[config.mk]
export PLATFORM = sky130hd
export DESIGN_NAME = fetch_unit
export DESIGN_NICKNAME = d
export VERILOG_FILES = /design/src/rtl/subarashii_pkg.sv /design/src/rtl/fetch_buf.sv /design/src/rtl/fetch_unit.sv
export SDC_FILE = /design/constraint.sdc
export NUM_CORES = 1
export LEC_CHECK = 0
export CAP_MARGIN = 30
export CORE_MARGIN = 2
export CORE_UTILIZATION = 51
export CTS_BUF_LIST = sky130_fd_sc_hd__clkbuf_2
export CTS_CLUSTER_DIAMETER = 150
export DETAILED_ROUTE_END_ITERATION = 6
export PLACE_DENSITY = 0.82
export REMOVE_ABC_BUFFERS = 1
export SLEW_MARGIN = 20
export SYNTH_ARGS = -nofsm -noshare
export SYNTH_HDL_FRONTEND = slang
export SYNTH_SLANG_ARGS = --single-unit
export TNS_END_PERCENT = 5
[constraint.sdc]
create_clock -name clk -period 2.3 [get_ports clk]
set_clock_uncertainty 0.1 [all_clocks]
set_input_delay 0.23 -clock clk [delete_from_list [all_inputs] [get_ports clk]]
set_output_delay 0.23 -clock clk [all_outputs]
set_load 0.01 [all_outputs]
[src/rtl/subarashii_pkg.sv]
// Shared definitions for the subarashii core: instruction fields, opcodes,
// fetch FSM states and the fetch buffer entry layout.
package subarashii_pkg;

  localparam int unsigned INST_W = 16;
  localparam int unsigned OPC_W  = 4;

  // Instruction field bit positions: opcode | Rd | Rs | Rt
  localparam int unsigned OPC_MSB = 15;
  localparam int unsigned OPC_LSB = 12;
  localparam int unsigned RD_MSB  = 11;
  localparam int unsigned RD_LSB  = 8;
  localparam int unsigned RS_MSB  = 7;
  localparam int unsigned RS_LSB  = 4;
  localparam int unsigned RT_MSB  = 3;
  localparam int unsigned RT_LSB  = 0;

  localparam logic [OPC_W-1:0] OP_ADD  = 4'b0000;
  localparam logic [OPC_W-1:0] OP_SUB  = 4'b0001;
  localparam logic [OPC_W-1:0] OP_AND  = 4'b0010;
  localparam logic [OPC_W-1:0] OP_OR   = 4'b0011;
  localparam logic [OPC_W-1:0] OP_XOR  = 4'b0100;
  localparam logic [OPC_W-1:0] OP_NOT  = 4'b0101;
  localparam logic [OPC_W-1:0] OP_SLL  = 4'b0110;
  localparam logic [OPC_W-1:0] OP_SRL  = 4'b0111;
  localparam logic [OPC_W-1:0] OP_ADDI = 4'b1000;
  localparam logic [OPC_W-1:0] OP_LW   = 4'b1001;
  localparam logic [OPC_W-1:0] OP_SW   = 4'b1010;
  localparam logic [OPC_W-1:0] OP_BEQ  = 4'b1011;
  localparam logic [OPC_W-1:0] OP_JMP  = 4'b1100;
  localparam logic [OPC_W-1:0] OP_JAL  = 4'b1101;

  typedef enum logic [1:0] {
    FETCH   = 2'd0,
    DISCARD = 2'd1,
    IDLE    = 2'd2
  } fetch_state_e;

  typedef struct packed {
    logic [INST_W-1:0] pc;
    logic [INST_W-1:0] inst;
  } fetch_entry_t;

  // Opcodes above OP_JAL are unassigned
  function automatic logic op_illegal(input logic [OPC_W-1:0] op);
    return op > OP_JAL;
  endfunction

endpackage

[src/rtl/fetch_buf.sv]
// Fetched-instruction FIFO of {pc, inst}. Entry 0 is always the head; slots
// shift down on pop and are zeroed when vacated, so an empty head reads as 0.
module fetch_buf
  import subarashii_pkg::*;
#(
  parameter int unsigned DEPTH = 2,
  localparam int unsigned CNT_W = $clog2(DEPTH + 1)
) (
  input  logic             clk,
  input  logic             rst,
  input  logic             flush,
  input  logic             push,
  input  logic             pop,
  input  fetch_entry_t     din,
  output fetch_entry_t     head,
  output logic             valid,
  output logic [CNT_W-1:0] count
);

  fetch_entry_t     mem_q [DEPTH];
  fetch_entry_t     mem_d [DEPTH];
  logic [CNT_W-1:0] cnt_q;
  logic [CNT_W-1:0] cnt_d;
  logic [CNT_W-1:0] mid;

  // Next contents: flush wins, else pop shifts down and push lands after it
  always_comb begin
    mem_d = mem_q;
    cnt_d = cnt_q;
    mid   = cnt_q;
    if (flush) begin
      mem_d = '{default: '0};
      cnt_d = '0;
    end else begin
      if (pop && (cnt_q != '0)) begin
        for (int i = 0; i < int'(DEPTH) - 1; i++) begin
          mem_d[i] = mem_q[i+1];
        end
        mem_d[DEPTH-1] = '0;
        mid = cnt_q - 1'b1;
      end
      if (push) begin
        for (int i = 0; i < int'(DEPTH); i++) begin
          if (CNT_W'(i) == mid) mem_d[i] = din;
        end
        cnt_d = mid + 1'b1;
      end else begin
        cnt_d = mid;
      end
    end
  end

  // Storage and occupancy registers
  always_ff @(posedge clk) begin
    if (rst) begin
      mem_q <= '{default: '0};
      cnt_q <= '0;
    end else begin
      mem_q <= mem_d;
      cnt_q <= cnt_d;
    end
  end

  assign head  = mem_q[0];
  assign valid = (cnt_q != '0);
  assign count = cnt_q;

endmodule

[src/rtl/fetch_unit.sv]
// Instruction fetch unit: single-outstanding memory requester feeding a small
// instruction buffer, with redirect handling for taken branches/jumps.
// Define FETCH_PREFETCH_EN for a 2-entry buffer that fetches ahead while an
// instruction is held; otherwise the buffer holds a single entry.
module fetch_unit #(
  parameter int unsigned           INST_W   = subarashii_pkg::INST_W,
  parameter logic [INST_W-1:0]     RESET_PC = INST_W'(16'h0000)
) (
  input  logic                           clk,
  input  logic                           rst,
  output logic                           imem_req,
  output logic [INST_W-1:0]              imem_addr,
  input  logic                           imem_ack,
  input  logic [INST_W-1:0]              imem_rdata,
  output logic                           inst_valid,
  input  logic                           inst_ready,
  output logic [INST_W-1:0]              inst,
  output logic [INST_W-1:0]              inst_pc,
  output logic [subarashii_pkg::OPC_W-1:0] opcode,
  output logic                           inst_illegal,
  input  logic                           redirect,
  input  logic [INST_W-1:0]              redirect_pc
);
  import subarashii_pkg::*;

`ifdef FETCH_PREFETCH_EN
  localparam int unsigned DEPTH = 2;
`else
  localparam int unsigned DEPTH = 1;
`endif
  localparam int unsigned CNT_W = $clog2(DEPTH + 1);

  fetch_state_e     state_q, state_d;
  logic             req_q, req_d;
  logic [INST_W-1:0] addr_q, addr_d;
  logic [INST_W-1:0] pend_q, pend_d;
  logic             accept;
  logic             push;
  logic             pop;
  logic [CNT_W-1:0] cnt;
  logic [CNT_W-1:0] cnt_pop;
  fetch_entry_t     entry_in;
  fetch_entry_t     head;

  // Next state, request and address; redirect outranks push and pop
  always_comb begin
    state_d = state_q;
    req_d   = req_q;
    addr_d  = addr_q;
    pend_d  = pend_q;
    push    = 1'b0;
    accept  = req_q && imem_ack;
    pop     = inst_valid && inst_ready;
    cnt_pop = pop ? cnt - 1'b1 : cnt;
    case (state_q)
      FETCH: begin
        if (redirect) begin
          if (req_q && !imem_ack) begin
            // Stale request must still complete at its old address
            state_d = DISCARD;
            pend_d  = redirect_pc;
          end else begin
            addr_d = redirect_pc;
            req_d  = 1'b1;
          end
        end else if (accept) begin
          push    = 1'b1;
          addr_d  = addr_q + 1'b1;
          req_d   = (cnt_pop + 1'b1) < CNT_W'(DEPTH);
          state_d = req_d ? FETCH : IDLE;
        end else if (!req_q) begin
          req_d   = cnt_pop < CNT_W'(DEPTH);
          state_d = req_d ? FETCH : IDLE;
        end
      end
      DISCARD: begin
        if (imem_ack) begin
          state_d = FETCH;
          req_d   = 1'b1;
          addr_d  = redirect ? redirect_pc : pend_q;
        end else if (redirect) begin
          pend_d = redirect_pc;
        end
      end
      IDLE: begin
        if (redirect) begin
          state_d = FETCH;
          req_d   = 1'b1;
          addr_d  = redirect_pc;
        end else if (cnt_pop < CNT_W'(DEPTH)) begin
          state_d = FETCH;
          req_d   = 1'b1;
        end
      end
      default: begin
        state_d = FETCH;
        req_d   = 1'b0;
      end
    endcase
  end

  // FSM, request and address registers
  always_ff @(posedge clk) begin
    if (rst) begin
      state_q <= FETCH;
      req_q   <= 1'b0;
      addr_q  <= RESET_PC;
      pend_q  <= RESET_PC;
    end else begin
      state_q <= state_d;
      req_q   <= req_d;
      addr_q  <= addr_d;
      pend_q  <= pend_d;
    end
  end

  assign entry_in = '{pc: addr_q, inst: imem_rdata};

  fetch_buf #(
    .DEPTH (DEPTH)
  ) u_buf (
    .clk   (clk),
    .rst   (rst),
    .flush (redirect),
    .push  (push),
    .pop   (pop),
    .din   (entry_in),
    .head  (head),
    .valid (inst_valid),
    .count (cnt)
  );

  assign imem_req     = req_q;
  assign imem_addr    = addr_q;
  assign inst         = head.inst;
  assign inst_pc      = head.pc;
  assign opcode       = head.inst[OPC_MSB:OPC_LSB];
  assign inst_illegal = inst_valid && op_illegal(opcode);

endmodule

Yosys cells after proc, flatten, opt, wreduce, memory -nomap -nowiden. Index checks and enable logic that the tools add are counted.

Add/sub/neg operators: 4. Order comparisons: 3. Eq/ne operators: 12. Multiplexer cells: 39. Reduce and logical (&&, ||, !) cells: 14.

Operators by type and width (count): $mux W16 (9); $mux W32 (3); $pmux W16 S3 (1); $pmux W16 S2 (1); $mux W2 (9); $add A16 B1 Y16 const B (1); $mux W1 (14); $ne A3 B3 Y1 const B (4); $ne A2 B2 Y1 const B (5); $reduce_and A4 Y1 (2); $pmux W2 S3 (1); $logic_and A1 B1 Y1 (5); $reduce_and A5 Y1 (1); $gt A4 B4 Y1 const B (1); $ne A4 B4 Y1 const B (1); $pmux W1 S3 (1); $reduce_and A3 Y1 (1); $reduce_bool A3 Y1 (1); $add A1 B1 Y1 const B (2); $eq A2 B1 Y1 const B (1); $eq A2 B2 Y1 const B (1); $logic_not A2 Y1 (1); $lt A1 B1 Y1 const B (2); $reduce_bool A2 Y1 (1); other kinds (3) (3).

Register bits after elaboration: 68. Word-level logic and storage cells: 79.

Longest topological paths before layout. Gate-level depths: netlist of run 1.

Depth in word-level cells: 8. Depth in mapped cells: 10. Depth with buffers taken out: 7.

Modules after synthesis. From an unflattened synthesis of run 1, not the netlist that was laid out.

Cell total of the unflattened synthesis: 447. Area total of the unflattened synthesis: 4067.7 sq um.

By module, submodules not included: fetch_unit (instances 1, cells each 290, area an instance 2357.3 sq um); fetch_buf (instances 1, cells each 157, area an instance 1710.4 sq um).

Worst setup path after synthesis of run 1. Ideal clock, no wire load.

Path kind: flip-flop to flip-flop. Start point: reg state_q[0]. End point: reg addr_q[13] (netlist: imem_addr[13]). Setup time: 0.095 ns. Arrival time: 1.825 ns. Data required time: 2.105 ns. Slack: 0.280 ns. Cell stages (with the launch flop): 8. Period minus slack after synthesis: 2.020 ns. Path through: dfxtp_1 -> inv_1 -> ha_1 -> nor2b_1 -> a2111oi_4 -> nand2_1 -> or4_1 -> o311ai_1.

Cells in the longest elaborated chain, start to end: 3.

Ends and longest elaborated chain: start: declaration (RTL line fetch_unit.sv:33) `fetch_state_e state_q, state_d;`; start signal: assignment (RTL line fetch_unit.sv:110) `state_q <= state_d;`; $eq A2 B2 Y1, or another cell as far along (RTL line fetch_unit.sv:55) `case (state_q)`; $ne A2 B2 Y1 (no line), or another cell as far along; $reduce_and A5 Y1 (no line); end signal: assignment (RTL line fetch_unit.sv:112) `addr_q <= addr_d;`; end: declaration (RTL line fetch_unit.sv:35) `logic [INST_W-1:0] addr_q, addr_d;`.

Several ways; a longest one is shown, not always the timed one. A chain may end at the register's enable or synchronous reset.

Final worst setup path of run 1.
Start point: reg state_q[0]. End point: reg addr_q[12] (netlist: imem_addr[12]).

Same word-level chain as after synthesis.

==> results of run 1 <==
==> per-stage QoR <==
| step | hold slack [ns] | cells | util, % | area [µm²] |
|---|---|---|---|---|
| 5_1_grt | 0.118 | 616 | 70.3 | 4750 |
| 3_5_place_dp | 0.357 | 600 | 68.6 | 4640 |
| 3_3_place_gp | 0.352 | 600 | 68.6 | 4640 |
| 6_report | 0.141 | 616 | 70.3 | 4750 |
| 2_1_floorplan | 0.199 | 402 | - | 3350 |
| 4_1_cts | 0.112 | 616 | 70.3 | 4750 |
==> synthesized netlist by cell type, types with 6 or more instances <==
| library cell | number |
|---|---|
| a211oi_1 | 10 |
| a21oi_1 | 61 |
| buf_2 | 14 |
| clkbuf_1 | 20 |
| dfxtp_1 | 68 |
| inv_1 | 6 |
| mux2i_1 | 23 |
| nand2_1 | 59 |
| nand3_1 | 36 |
| nand4_1 | 7 |
| nor2_1 | 31 |
| nor2b_1 | 6 |
| o21ai_0 | 12 |
==> cells by family (layout without fill, tap and decap cells) <==
logic type               Yosys count  after routing  synth area share (%)
AO/OA/AOI/OAI                    116            116                  20.8
XOR/XNOR                           7              7                  1.73
adder cells (fa/ha/maj)            5              5                  1.76
buffers and inverters             49            140                  6.20
flip-flops                        68             68                  38.3
multiplexers                      28             28                  8.07
AND/OR/NAND/NOR                  172            172                  23.1
==> path summary, 6_finish.rpt <==
kind,end,depth (start not counted),startpoint
worst max-delay path,imem_addr[12],7,state_q[0]
worst max register to register,imem_addr[12],7,state_q[0]
worst min-delay path,u_buf.head[14],3,imem_rdata[14]
worst min register to register,u_buf.head[18],2,u_buf.head[18]
==> cells in the final DEF, fill, tap and decap left out, types with 4 or more instances in the layout <==
master,instances
a211oi_1,10
a21o_1,4
a21oi_1,61
and3_1,4
buf_12,5
buf_4,22
clkbuf_2,9
clkdlybuf4s50_1,91
dfxtp_1,68
ha_1,5
inv_1,6
mux2_2,5
mux2i_1,23
nand2_1,59
nand2b_1,5
nand3_1,36
nand3b_1,4
nand4_1,7
nor2_1,30
nor2b_1,6
nor4_1,4
o21ai_0,12
xnor2_1,5
==> final cells by class <==
class                           count  share of cell area (%)
Clock buffer                        9                   0.948
Clock inverter                      7                    1.42
Sequential cell                    68                    28.6
Multi-Input combinational cell    328                    41.7
Timing Repair Buffer              118                    24.7
Inverter                            6                   0.474
Tap cell                           80                    2.11
==> worst register-to-register path, cell delays in order (launching register included) <==
cell and delay (ns):
dfxtp_1 0.44, inv_1 0.09, ha_1 0.23, nor2b_1 0.19, a2111o_1 0.48, buf_12 0.18, a311o_1 0.27, o21ai_0 0.15
==> layer usage <==
metal  up-vias  GRT usage [%]
li1       1763              -
met1      1655           31.3
met2       164           42.3
met3        20           6.26
met4         0           6.01
met5         -              0
==> power groups by stage <==
stage / Combinational, µW / Clock, µW / Sequential, µW
after floorplan: 307 / 0 / 1350
after global placement: 685 / 0 / 1320
after detailed placement: 705 / 0 / 1320
after CTS: 709 / 704 / 1300
after global routing: 772 / 747 / 1310
final: 718 / 685 / 1300
==> sequential cells by signal, summed over array words and instances (netlist names) <==
signal / cells
u_buf.head: 32
pend_q: 16
state_q: 2
imem_addr: 16
imem_req: 1
u_buf.count: 1
==> summary.txt, run 1 <==
Setup path
  • Data required, critical path: 2.64 ns
  • Startpoint Class: register
  • Worst path slowest cell: a2111o_1
  • Largest delay share family, worst path: compound AO/OA/AOI/OAI gates
  • Cell Chain, Critical Path: inv_1, ha_1, nor2b_1, a2111o_1, buf_12, a311o_1, o21ai_0
  • Arrival time worst endpoint: 2.50 ns
  • Buf/Inv on CP: 2
  • Critical path start-end classification: register to register
  • Crit Path Max Fanout: 14
  • Delay of the slowest cell on the worst path: 0.48 ns
  • Flop2flop setup slack: 0.14 ns
  • CP Capture Type: register

Global route
  • Vias in the first global route: 3293
  • GR Overflow Total: 0
  • All-Layer GR Usage: 24.8%
  • First-pass GRT wire length: 15200 µm
  • Largest net degree at the start of global routing: 37
  • Initial antenna violation count: 0

Flow run
  • Max cap viols: 0

Pwr
  • Pleak: 0.00166 µW
  • Seq pwr share: 48.1%
  • Switching power: 864 µW
  • Power share of the clock group: 25.3%
  • Sw Ratio: 31.9%
  • Worst VDD drop: 320 µV
  • Comb power frac: 26.6%
  • Internal: 1840 µW
  • Pwr Total: 2710 µW
  • PD cells: 569 mW/mm²

Die
  • I/O Pins: 92
  • Core Rows: 30
  • Die Y: 87.5 µm
  • Chip Width: 87.5 µm
  • Initial Util: 52.6%
  • Core ar.: 0.00676 mm²
  • Die area: 0.00765 mm²

Route
  • Wire length on met1: 4060 µm
  • Initial DRC Count: 173
  • Vias: 3602
  • DRC errors left: 0
  • Post-Route WL: 9650 µm
  • DR top layer: met4
  • Routed wl met3: 752 µm
  • 1st-pass router iterations: 5
  • WL per Instance: 15.7 µm
  • Routed Antenna Nets: 0
  • Met2 wire length: 4700 µm
  • Via-per-instance ratio: 5.85

Clock network
  • Clock tree buffer depth: 2
  • Setup repair bufs after CTS: 0
  • Post-CTS Hold Buffers: 0
  • CTS Buf Count: 9
  • Worst-path clk slew: 0.20 ns
  • H-tree levels: 3
  • Sink count of the clock tree: 68
  • CTS root buf: clkbuf_2
  • Clock Latency Late Sink: 0.50 ns
  • CTS resizes: 0
  • TritonCTS clock tree: yes

Final layout
  • Nets: 573
  • Fillers: 535
  • P&R area growth vs syn: 33.8%
  • Register area: 0.00136 mm²
  • Multi-input logic area: 0.00198 mm²
  • Layout cell share with drive strength beyond 1: 9.70%
  • ANT cells: 0

Placed design
  • GPL Wtd Cong: 0.865
  • Dpl ws: 0.0654 ns
  • Dpl hpwl: 6890 µm
  • Quantity of I/O buffers inserted on ports: 91

Logic synthesis
  • FFs w/ async S/R, synth: 0%
  • Netlist cell types: 49
  • Primary FF master, synth: dfxtp_1
  • Area contributors post-synth: dfxtp_1 (38%), a21oi_1 (8.6%), mux2i_1 (6.5%)
  • Post-synthesis sequential area ratio: 38.3%
  • Cell count after synthesis: 445
  • Syn_area_per_cell: 7.98 µm²
  • Seq cells post-synth: 68
  • Yosys warns: 0
  • Post-synth EDFFs: 0
  • Synthesized area: 0.00355 mm²
  • Area leader, netlist: dfxtp_1
  • Synth top area share: 38.3%

STA
  • Pin slew with the least headroom to its limit: 0.593 ns
  • Final setup violation count: 0
  • RSZ-0062 raised after global routing: no
  • Fin. max-slew vios: 0
  • Max transition margin: 60.5%
  • Fin crit period: 2.16 ns
  • Final Hold Viols: 0
  • Final worst path period share: 94.0%
  • Setup TNS: 0 ns
  • Max Freq: 462 MHz
  • Setup ws final: 0.137 ns

Run status
  • Outcome: complete, no violations

Min path
  • Hold Path Class: input pin to register
Note: power is estimated with default switching activity, not from simulation.
==> run 2: changes to the inputs <==
--- a/config.mk
+++ b/config.mk
@@ -10,6 +10,7 @@
 export CORE_UTILIZATION = 51
 export CTS_BUF_LIST = sky130_fd_sc_hd__clkbuf_2
 export CTS_CLUSTER_DIAMETER = 150
+export CTS_CLUSTER_SIZE = 16
 export DETAILED_ROUTE_END_ITERATION = 6
 export PLACE_DENSITY = 0.82
 export REMOVE_ABC_BUFFERS = 1
==> results of run 2 <==
No change in the layout: final DEF, timing and power equal those of run 1.
==> run 3: changes to the inputs <==
--- a/config.mk
+++ b/config.mk
@@ -5,7 +5,6 @@
 export SDC_FILE = /design/constraint.sdc
 export NUM_CORES = 1
 export LEC_CHECK = 0
-export CAP_MARGIN = 30
 export CORE_MARGIN = 2
 export CORE_UTILIZATION = 51
 export CTS_BUF_LIST = sky130_fd_sc_hd__clkbuf_2
==> results of run 3 <==
No change in the layout: final DEF, timing and power equal those of run 1.
